<file path="src/rtl/freq_measure_sequencer.sv">
// ============================================================================
// Module   : freq_measure_sequencer
// Purpose  : Gate-window edge counter with BCD tens/units split for the
//            frequency-counter display path. Optional macro
//            FREQ_SEQ_ONESHOT_EN adds a start port and an IDLE wait state.
// Revision : 1.0 - initial release
// ============================================================================
`default_nettype none

module freq_measure_sequencer #(
  parameter int                   PERIOD_W       = 12,
  parameter logic [PERIOD_W-1:0]  DEFAULT_PERIOD = 12'd1000,
  parameter int                   MAX_COUNT      = 99
) (
  input  logic                clk,
  input  logic                reset,
  input  logic                signal_edge,
  input  logic [PERIOD_W-1:0] period_in,
  input  logic                load_period,
`ifdef FREQ_SEQ_ONESHOT_EN
  input  logic                start,
`endif
  output logic [3:0]          tens,
  output logic [3:0]          units,
  output logic                result_valid,
  output logic                overflow,
  output logic [1:0]          dbg_state,
  output logic [2:0]          dbg_clk_count,
  output logic [2:0]          dbg_edge_count
);

  localparam int               CNT_W   = $clog2(MAX_COUNT + 1);
  localparam logic [CNT_W-1:0] C_MAX   = CNT_W'(MAX_COUNT);
  localparam logic [CNT_W-1:0] C_TEN   = CNT_W'(10);

  typedef enum logic [1:0] {
    ST_COUNT = 2'd0,
    ST_TENS  = 2'd1,
    ST_UNITS = 2'd2,
    ST_IDLE  = 2'd3
  } state_t;

  state_t              state_q;
  logic [PERIOD_W-1:0] period_q;
  logic [PERIOD_W-1:0] win_len_q;
  logic [PERIOD_W-1:0] clk_count_q;
  logic [CNT_W-1:0]    edge_count_q;
  logic [CNT_W-1:0]    edge_count_d;
  logic                sat_q;
  logic                sat_d;
  logic [CNT_W-1:0]    work_q;
  logic [3:0]          tens_acc_q;
  logic [3:0]          tens_q;
  logic [3:0]          units_q;
  logic                valid_q;
  logic                overflow_q;
  logic                last_cycle;

  // Saturating edge count including this cycle's edge, so the final
  // cycle of the window is captured into work_q on the window-end edge.
  always_comb begin
    edge_count_d = edge_count_q;
    sat_d        = sat_q;
    if (signal_edge) begin
      if (edge_count_q == C_MAX) begin
        sat_d = 1'b1;
      end else begin
        edge_count_d = edge_count_q + CNT_W'(1);
      end
    end
  end

  assign last_cycle = (clk_count_q == (win_len_q - PERIOD_W'(1)));

  always_ff @(posedge clk) begin
    if (reset) begin
`ifdef FREQ_SEQ_ONESHOT_EN
      state_q      <= ST_IDLE;
`else
      state_q      <= ST_COUNT;
`endif
      period_q     <= DEFAULT_PERIOD;
      win_len_q    <= DEFAULT_PERIOD;
      clk_count_q  <= '0;
      edge_count_q <= '0;
      sat_q        <= 1'b0;
      work_q       <= '0;
      tens_acc_q   <= '0;
      tens_q       <= '0;
      units_q      <= '0;
      valid_q      <= 1'b0;
      overflow_q   <= 1'b0;
    end else begin
      valid_q <= 1'b0;
      if (load_period && (period_in != '0)) begin
        period_q <= period_in;
      end

      case (state_q)
        ST_COUNT: begin
          edge_count_q <= edge_count_d;
          sat_q        <= sat_d;
          if (last_cycle) begin
            state_q     <= ST_TENS;
            work_q      <= edge_count_d;
            tens_acc_q  <= '0;
            clk_count_q <= '0;
          end else begin
            clk_count_q <= clk_count_q + PERIOD_W'(1);
          end
        end

        // Repeated subtraction: one cycle per tens digit plus one exit cycle.
        ST_TENS: begin
          if (work_q >= C_TEN) begin
            work_q     <= work_q - C_TEN;
            tens_acc_q <= tens_acc_q + 4'd1;
          end else begin
            state_q <= ST_UNITS;
          end
        end

        ST_UNITS: begin
          tens_q       <= tens_acc_q;
          units_q      <= work_q[3:0];
          overflow_q   <= sat_q;
          valid_q      <= 1'b1;
          edge_count_q <= '0;
          sat_q        <= 1'b0;
          win_len_q    <= period_q;
`ifdef FREQ_SEQ_ONESHOT_EN
          state_q      <= ST_IDLE;
`else
          state_q      <= ST_COUNT;
`endif
        end

`ifdef FREQ_SEQ_ONESHOT_EN
        ST_IDLE: begin
          if (start) begin
            state_q   <= ST_COUNT;
            win_len_q <= period_q;
          end
        end
`endif

        default: state_q <= ST_COUNT;
      endcase
    end
  end

  assign tens           = tens_q;
  assign units          = units_q;
  assign result_valid   = valid_q;
  assign overflow       = overflow_q;
  assign dbg_state      = state_q;
  assign dbg_clk_count  = clk_count_q[2:0];
  assign dbg_edge_count = edge_count_q[2:0];

endmodule

`default_nettype wire

</file>
<file path="config.mk">
export PLATFORM = sky130hd
export DESIGN_NAME = freq_measure_sequencer
export DESIGN_NICKNAME = d
export VERILOG_FILES = /design/src/rtl/freq_measure_sequencer.sv
export SDC_FILE = /design/constraint.sdc
export NUM_CORES = 1
export LEC_CHECK = 0
export CAP_MARGIN = 0
export CORE_AREA = 2 2 89 91
export DETAILED_ROUTE_END_ITERATION = 8
export DIE_AREA = 0 0 91 93
export PLACE_DENSITY_LB_ADDON = 0.1
export SLEW_MARGIN = 10
export SYNTH_ARGS = -nofsm -noshare
export SYNTH_HDL_FRONTEND = slang
export SYNTH_SLANG_ARGS = --single-unit
</file>
<file path="constraint.sdc">
create_clock -name clk -period 2.4 [get_ports clk]
set_input_delay 0.24 -clock clk [delete_from_list [all_inputs] [get_ports clk]]
set_output_delay 0.24 -clock clk [all_outputs]
set_load 0.05 [all_outputs]
</file>
==> results.txt, run 1 <==
----------------------------------------------------
[Die]
  Overall die width ... 91 µm
  Die span in y ... 93 µm
  Num ports ... 34
  Area of the die ... 8460 µm²
  Num rows ... 32
  Starting density of the core ... 43.3%
  Core ar. ... 7530 µm²

[Critical path]
  R2r startpoint ... win_len_q[5]$_SDFFE_PP1P_
  Internal reg-to-reg setup slack ... 130 ps
  Path length in cells of the critical path ... 8
  Signal arrival time at the worst endpoint ... 2530 ps
  Endpoint of the worst register-to-register path ... work_q[1]$_SDFFE_PP0P_
  Crit path capture ... work_q[1]$_SDFFE_PP0P_
  Crit-path max FO ... 5
  Crit path max-delay family ... simple AND/OR/NAND/NOR gates
  Crit Path Class ... reg2reg
  Beginning of the critical path ... win_len_q[5]$_SDFFE_PP1P_
  Critical path data required time ... 2660 ps
  Number of buffers and inverters on the critical path ... 1
  Crit path launch type ... flip-flop
  Cell-by-cell listing of the critical path ... or4_4 -> nor3_2 -> nor4b_1 -> or3_4 -> nand4_1 -> buf_4 -> o21ai_1 -> a221oi_2
  Kind of capture point of the worst setup path ... flip-flop
  CP max stage delay ... 580 ps
  CP max stage cell ... sky130_fd_sc_hd__or4_4
  Number of cells traversed by the worst register-to-register path ... 8

[Timing]
  Worst Hold Slack ... 458 ps
  Rel. slew slack ... 63.3%
  RSZ-0062 raised after global routing ... false
  Post-layout minimum cycle time ... 2270 ps
  Worst clock skew on the final layout ... 9.74 ps
  Final period util ... 94.5%
  Setup violators final ... 0
  Number of pins with negative max-slew slack in the final report ... 0
  Final Hold Viols ... 0
  Pin slew with the least headroom to its limit ... 548 ps
  Max frequency ... 441 MHz
  Setup TNS Final ... 0 ps

[Clock network]
  TritonCTS clock tree ... yes
  Cell at the root of the clock tree ... sky130_fd_sc_hd__clkbuf_8
  Total clock buffers created by CTS ... 9
  Clock insertion delay at the later pin of the skew report ... 340 ps
  H-tree level count ... 3
  Clock-pin transition on the worst setup and hold timing paths ... 70 ps
  Bufs on Longest Clock Path ... 2
  Clk sink count ... 67

[Global route]
  Largest net degree at the start of global routing ... 17
  Number of antenna violations at the first check in global routing ... 0
  Global-route usage over all layers ... 19.4%
  Global-route wire length before repair ... 13.2 mm
  Overflow left after global routing ... 0
  Vias in the first global route ... 2860

[Yosys]
  Syn Std Cell Area ... 3260 µm²
  Cell variety after synth ... 59
  Commonest register cell after synthesis ... sky130_fd_sc_hd__dfxtp_1
  Fraction of registers with async set or reset after synthesis ... 0%
  Post-synthesis sequential area ratio ... 41.1%
  Leading area contributor after synthesis ... sky130_fd_sc_hd__dfxtp_1
  Syn_nets ... 404
  Number of enable flip-flop cells after synthesis ... 0
  Mean instance size in the synthesized netlist ... 8.52 µm²
  Share of Yosys cell area claimed by the top area cell type ... 41.1%
  Count of yosys warnings during synthesis ... 0
  Number of synthesized register bits ... 67
  Most area-consuming cells after synthesis ... sky130_fd_sc_hd__dfxtp_1 (41%), sky130_fd_sc_hd__nand2_1 (5.3%), sky130_fd_sc_hd__nor2_1 (4.8%), sky130_fd_sc_hd__xnor2_1 (4.6%), sky130_fd_sc_hd__a21oi_1 (3.8%)
  Post-synthesis instance total ... 383

[Flow run]
  Number of max-capacitance violations reported ... 0

[Placement]
  Placed wire-length estimate after detailed placement ... 5.79 mm
  Placed Instances ... 517
  Gpl congestion ... 0.840
  Port Buffers ... 33
  Total cell area at the placement stage ... 3780 µm²

[Finish]
  Layout overhead on the synthesized area ... 23.6%
  Post-layout utilization of the core ... 53.5%
  Layout cells sized above 1 ... 15.4%
  Top library cells by usage in the layout, fill and taps aside ... sky130_fd_sc_hd__dfxtp_1 (63), sky130_fd_sc_hd__nand2_1 (45), sky130_fd_sc_hd__nor2_1 (42)
  Number of antenna cells inserted ... 0
  Final instance area ... 4030 µm²
  Most frequent standard cell in the layout excluding fill and tap cells ... sky130_fd_sc_hd__dfxtp_1
  Multi-input logic area ... 1840 µm²
  Count of nets after finishing ... 448
  Final std cells w/o fill ... 531
  Fill count ... 748
  Sequential cell area ... 1350 µm²

[Detailed routing]
  Detail-routed net length per standard cell ... 14.8 µm
  1st-iter DRT viols ... 120
  Total via count after detailed routing ... 2868
  Number of vias per cell ... 5.40
  Total wirelength of the detailed-routed design ... 7.85 mm
  DRC violations left ... 0
  First-pass DRT Iterations ... 6
  Antenna Violating Nets Remaining ... 0

[Run status]
  Run status ... finished, final reports clean

[Power]
  Peak ir drop on the vdd network ... 239 µV
  Total power density per cell area ... 521 nW/µm²
  Static Leak ... 1.46 nW

[Min path]
  Worst min path class ... reg2reg

----------------------------------------------------
[worst min path at each step]
stage | startpoint | endpoint | slack, ps | depth (start not counted)
6_report | period_q[1]$_SDFFE_PP0P_ | win_len_q[1]$_SDFFE_PP0P_ | 460 | 2
4_1_cts | period_q[1]$_SDFFE_PP0P_ | win_len_q[1]$_SDFFE_PP0P_ | 460 | 2
3_3_place_gp | period_q[1]$_SDFFE_PP0P_ | win_len_q[1]$_SDFFE_PP0P_ | 450 | 2
2_1_floorplan | period_in[3] | period_q[3]$_SDFFE_PP1P_ | 360 | 2
5_1_grt | period_q[1]$_SDFFE_PP0P_ | win_len_q[1]$_SDFFE_PP0P_ | 470 | 2
3_5_place_dp | period_q[1]$_SDFFE_PP0P_ | win_len_q[1]$_SDFFE_PP0P_ | 450 | 2
[tightest hold or removal path, cell delays in order, from the launching register on]
cell and delay [ps]:
sky130_fd_sc_hd__dfxtp_1 330, sky130_fd_sc_hd__nand2_1 50, sky130_fd_sc_hd__o21ai_0 50
[synth_stat cells (2+ instances only)]
master,instances
sky130_fd_sc_hd__o21ai_0,14
sky130_fd_sc_hd__o211a_1,2
sky130_fd_sc_hd__buf_4,8
sky130_fd_sc_hd__and4_1,2
sky130_fd_sc_hd__ha_1,5
sky130_fd_sc_hd__nor4_1,9
sky130_fd_sc_hd__a2bb2oi_1,2
sky130_fd_sc_hd__a22oi_1,2
sky130_fd_sc_hd__nor2_1,42
sky130_fd_sc_hd__dfxtp_1,67
sky130_fd_sc_hd__o32ai_2,2
sky130_fd_sc_hd__or2_2,2
sky130_fd_sc_hd__mux2i_1,3
sky130_fd_sc_hd__nand4_1,8
sky130_fd_sc_hd__nor3_1,11
sky130_fd_sc_hd__nor2b_1,3
sky130_fd_sc_hd__clkbuf_1,12
sky130_fd_sc_hd__xor2_1,10
sky130_fd_sc_hd__nand3_1,13
sky130_fd_sc_hd__buf_1,2
sky130_fd_sc_hd__o22a_1,5
sky130_fd_sc_hd__inv_1,14
sky130_fd_sc_hd__and2_1,2
sky130_fd_sc_hd__a21oi_1,25
sky130_fd_sc_hd__xnor2_1,17
sky130_fd_sc_hd__nand2_1,46
sky130_fd_sc_hd__a31o_2,2
sky130_fd_sc_hd__or3_1,7
sky130_fd_sc_hd__o211ai_1,2
sky130_fd_sc_hd__a31oi_1,3
sky130_fd_sc_hd__o31ai_1,2
sky130_fd_sc_hd__a22o_1,10
sky130_fd_sc_hd__nand2b_1,3
[final cells by class]
cell class	count	area share, %
sequential	67	33.4
inverter	14	1.30
clock inverter	3	0.435
clock buffer	10	3.42
timing repair buffer	55	12.7
tap	102	3.17
multi-input combinational	280	45.6
[power by group]
| group | switching [mW] | internal, mW |
|---|---|---|
| sequential | 0.0166 | 1.13 |
| clock | 0.415 | 0.382 |
| combinational | 0.0879 | 0.0685 |
| total | 0.520 | 1.58 |
[state kept, by name (all words and copies together) (netlist names)]
name / cells
clk_count_q: 12
dbg_state: 2
edge_count_q: 7
overflow: 1
period_q: 12
result_valid: 1
sat_q: 1
tens: 4
tens_acc_q: 4
units: 4
win_len_q: 12
work_q: 7
[stage by stage]
| step | setup WS, ps | total power, mW |
|---|---|---|
| floorplan | 52.6 | 1.27 |
| global placement | 35.2 | 1.33 |
| detailed placement | 14.5 | 1.33 |
| CTS | 9.08 | 2.13 |
| global route | 29.0 | 2.19 |
| finish | 132 | 2.10 |
[timing repair]
action / 4_1_cts / 5_1_grt
setup endpoints to repair: 0 / 21
hold buffers: 0 / 0
gates resized for setup: 0 / 26
endpoints found under the hold margin: 0 / 0
setup buffers: 0 / 1
[routing by layer]
metal	wire length (µm)	track usage, %
met2	3820	32.0
met1	3620	23.8
met5	0	0
met4	189	9.60
met3	219	4.43
[cells by family (layout without fill, tap and decap cells)]
logic type / count (synthesis) / in the layout / share of synthesized area [%]
AOI/OAI and AO/OA: 85 / 85 / 19.6
xor gates and xnor gates: 27 / 27 / 7.25
adders and majority gates: 5 / 5 / 1.92
buffers and inverters: 36 / 82 / 5.06
DFF: 67 / 67 / 41.1
muxes: 3 / 3 / 0.921
and+or+nand+nor: 160 / 160 / 24.2
(Power assumes the default switching activity.)
==> run 2: changes to the inputs <==
--- a/config.mk
+++ b/config.mk
@@ -10,6 +10,7 @@
 export DETAILED_ROUTE_END_ITERATION = 8
 export DIE_AREA = 0 0 91 93
 export PLACE_DENSITY_LB_ADDON = 0.1
+export RECOVER_POWER = 25
 export SLEW_MARGIN = 10
 export SYNTH_ARGS = -nofsm -noshare
 export SYNTH_HDL_FRONTEND = slang
==> run 2 against run 1 <==
Net effect:
- fmax grew 0.10%
- register-to-register slack about the same
- wire length about the same
- critical path depth is the same
- core utilization hardly changed
- worst setup slack gained 2.3 ps
- non-clock buffer count is the same
- critical path type unchanged
- critical endpoint unchanged
==> results.txt, run 2 (synthesis gave the netlist of run 1 again) <==
----------------------------------------------------
[Detailed routing]
  Number of vias per cell ... 5.42
  DRC violations left ... 0
  Total via count after detailed routing ... 2876
  Routed met1 length ... 3.59 mm
  Routed wire length on met3 ... 261 µm
  Total wirelength of the detailed-routed design ... 7.84 mm
  1st-iter DRT viols ... 127
  Detail-routed net length per standard cell ... 14.8 µm
  Top routing layer used ... met4
  Met2 Routed Length ... 3.81 mm
  First-pass DRT Iterations ... 4
  Antenna Violating Nets Remaining ... 0

[Finish]
  Leading registers by flop count ... clk_count_q (12), period_q (12), win_len_q (12)
  Layout cells sized above 1 ... 15.2%
  Layout overhead on the synthesized area ... 23.4%
  Most frequent standard cell in the layout excluding fill and tap cells ... sky130_fd_sc_hd__dfxtp_1
  Count of nets after finishing ... 448
  Post-layout utilization of the core ... 53.5%
  Number of antenna cells inserted ... 0
  Top library cells by usage in the layout, fill and taps aside ... sky130_fd_sc_hd__dfxtp_1 (63), sky130_fd_sc_hd__nand2_1 (45), sky130_fd_sc_hd__nor2_1 (42)

[Run status]
  Run status ... finished, final reports clean

[Placement]
  Port Buffers ... 33
  Gpl congestion ... 0.840
  Placed wire-length estimate after detailed placement ... 5.79 mm

[Global route]
  Number of antenna violations at the first check in global routing ... 0
  Overflow left after global routing ... 0
  Vias in the first global route ... 2860
  Global-route wire length before repair ... 13.2 mm
  Largest net degree at the start of global routing ... 17
  Global-route usage over all layers ... 19.4%

[Power]
  Total design power ... 2.10 mW
  Total power density per cell area ... 522 nW/µm²
  Static Leak ... 1.46 nW
  Combinational share of power ... 7.4%
  Portion of total power attributed to sequential cells ... 54.6%
  Switching power as a share of total power ... 24.8%
  Part of the total power dissipated in the clock network ... 38.0%
  Power dissipated by switching net loads ... 522 µW
  Internal power ... 1.58 mW
  Peak ir drop on the vdd network ... 241 µV

[Clock network]
  Clock-pin transition on the worst setup and hold timing paths ... 70 ps
  TritonCTS clock tree ... yes
  Cell at the root of the clock tree ... sky130_fd_sc_hd__clkbuf_8
  Clock insertion delay at the later pin of the skew report ... 340 ps
  Total clock buffers created by CTS ... 9
  Bufs on Longest Clock Path ... 2
  H-tree level count ... 3
  Clk sink count ... 67

[Timing]
  Max frequency ... 441 MHz
  RSZ-0062 raised after global routing ... false
  Pin slew with the least headroom to its limit ... 597 ps
  Rel. slew slack ... 60.2%
  Number of pins with negative max-slew slack in the final report ... 0
  Setup TNS Final ... 0 ps
  Final Hold Viols ... 0
  Final period util ... 94.4%
  Worst clock skew on the final layout ... 10.7 ps
  Setup violators final ... 0
  Post-layout minimum cycle time ... 2270 ps

[Critical path]
  Signal arrival time at the worst endpoint ... 2520 ps
  Crit Path Class ... reg2reg
  Crit-path max FO ... 5
  Crit path launch type ... flip-flop
  Kind of capture point of the worst setup path ... flip-flop
  Critical path data required time ... 2660 ps

[Die]
  Overall die width ... 91 µm
  Core ar. ... 7530 µm²
  Num ports ... 34
  Starting density of the core ... 43.3%
  Area of the die ... 8460 µm²
  Die span in y ... 93 µm
  Num rows ... 32

[Flow run]
  Number of max-capacitance violations reported ... 0

[Min path]
  Worst min path class ... reg2reg

----------------------------------------------------
## run 2: changes by cell type in the layout (fill, tap and decap cells not counted)
| cell | change |
|---|---|
| sky130_fd_sc_hd__buf_4 | -1 |
| sky130_fd_sc_hd__clkbuf_1 | +1 |
| sky130_fd_sc_hd__clkdlybuf4s50_1 | -1 |
| sky130_fd_sc_hd__dlygate4sd3_1 | +1 |
## run 2: routing by layer
metal / track usage, % / up-vias
met2: 32.0 / 55
met3: 4.43 / 14
li1: - / 1458
met4: 9.60 / 0
met1: 23.8 / 1349
met5: 0 / -
## run 2: timing repair
| action | CTS | global route |
|---|---|---|
| endpoints found under the hold margin | 0 | 0 |
| gates resized for setup | 0 | 26 |
| hold buffers | 0 | 0 |
| setup endpoints to repair | 0 | 21 |
| buffers inserted | 0 | 1 |
## run 2: final timing paths
path,start,to,slack [ps],cells after the start
worst min register to register,period_q[1]$_SDFFE_PP0P_,win_len_q[1]$_SDFFE_PP0P_,460,2
worst max register to register,win_len_q[5]$_SDFFE_PP1P_,work_q[1]$_SDFFE_PP0P_,130,8
worst min-delay path,period_q[1]$_SDFFE_PP0P_,win_len_q[1]$_SDFFE_PP0P_,460,2
worst max-delay path,win_len_q[5]$_SDFFE_PP1P_,work_q[1]$_SDFFE_PP0P_,130,8
## run 2: final cells by class
cell class                      instances  area (µm²)
Timing Repair Buffer                   55         508
Fill cell                             750        3500
Inverter                               14        52.6
Clock inverter                          3        17.5
Sequential cell                        67        1350
Multi-Input combinational cell        280        1840
Clock buffer                           10         138
Tap cell                              102         128
## run 2: worst max-delay path: stages (launching register included)
cell and delay, ps:
sky130_fd_sc_hd__dfxtp_2 340, sky130_fd_sc_hd__or4_4 580, sky130_fd_sc_hd__nor3_2 130, sky130_fd_sc_hd__nor4b_1 70, sky130_fd_sc_hd__or3_4 420, sky130_fd_sc_hd__nand4_1 140
sky130_fd_sc_hd__buf_4 160, sky130_fd_sc_hd__o21ai_1 90, sky130_fd_sc_hd__a221oi_2 250
## run 2: per-stage QoR
step           cell area, µm²  hold slack, ps  setup slack, ps  instances
2_1_floorplan            3260             364             52.6        383
3_3_place_gp             3780             447             35.2        517
3_5_place_dp             3780             446             14.5        517
4_1_cts                  3930             462             9.08        530
5_1_grt                  4030             466             29.0        531
6_report                 4030             458              134        531
## run 2: power groups by stage
stage / sequential [mW] / clock, mW / combinational (mW)
after floorplan: 1.17 / 0 / 0.0982
after global placement: 1.17 / 0 / 0.156
after detailed placement: 1.17 / 0 / 0.157
after CTS: 1.15 / 0.822 / 0.157
after global routing: 1.15 / 0.866 / 0.172
final: 1.15 / 0.799 / 0.156
==> run 3: changes to the inputs <==
--- a/config.mk
+++ b/config.mk
@@ -11,7 +11,7 @@
 export DIE_AREA = 0 0 91 93
 export PLACE_DENSITY_LB_ADDON = 0.1
 export RECOVER_POWER = 25
-export SLEW_MARGIN = 10
+export SLEW_MARGIN = 20
 export SYNTH_ARGS = -nofsm -noshare
 export SYNTH_HDL_FRONTEND = slang
 export SYNTH_SLANG_ARGS = --single-unit
==> results of run 3 <==
Final layout, timing and power as in run 2 (identical DEF).
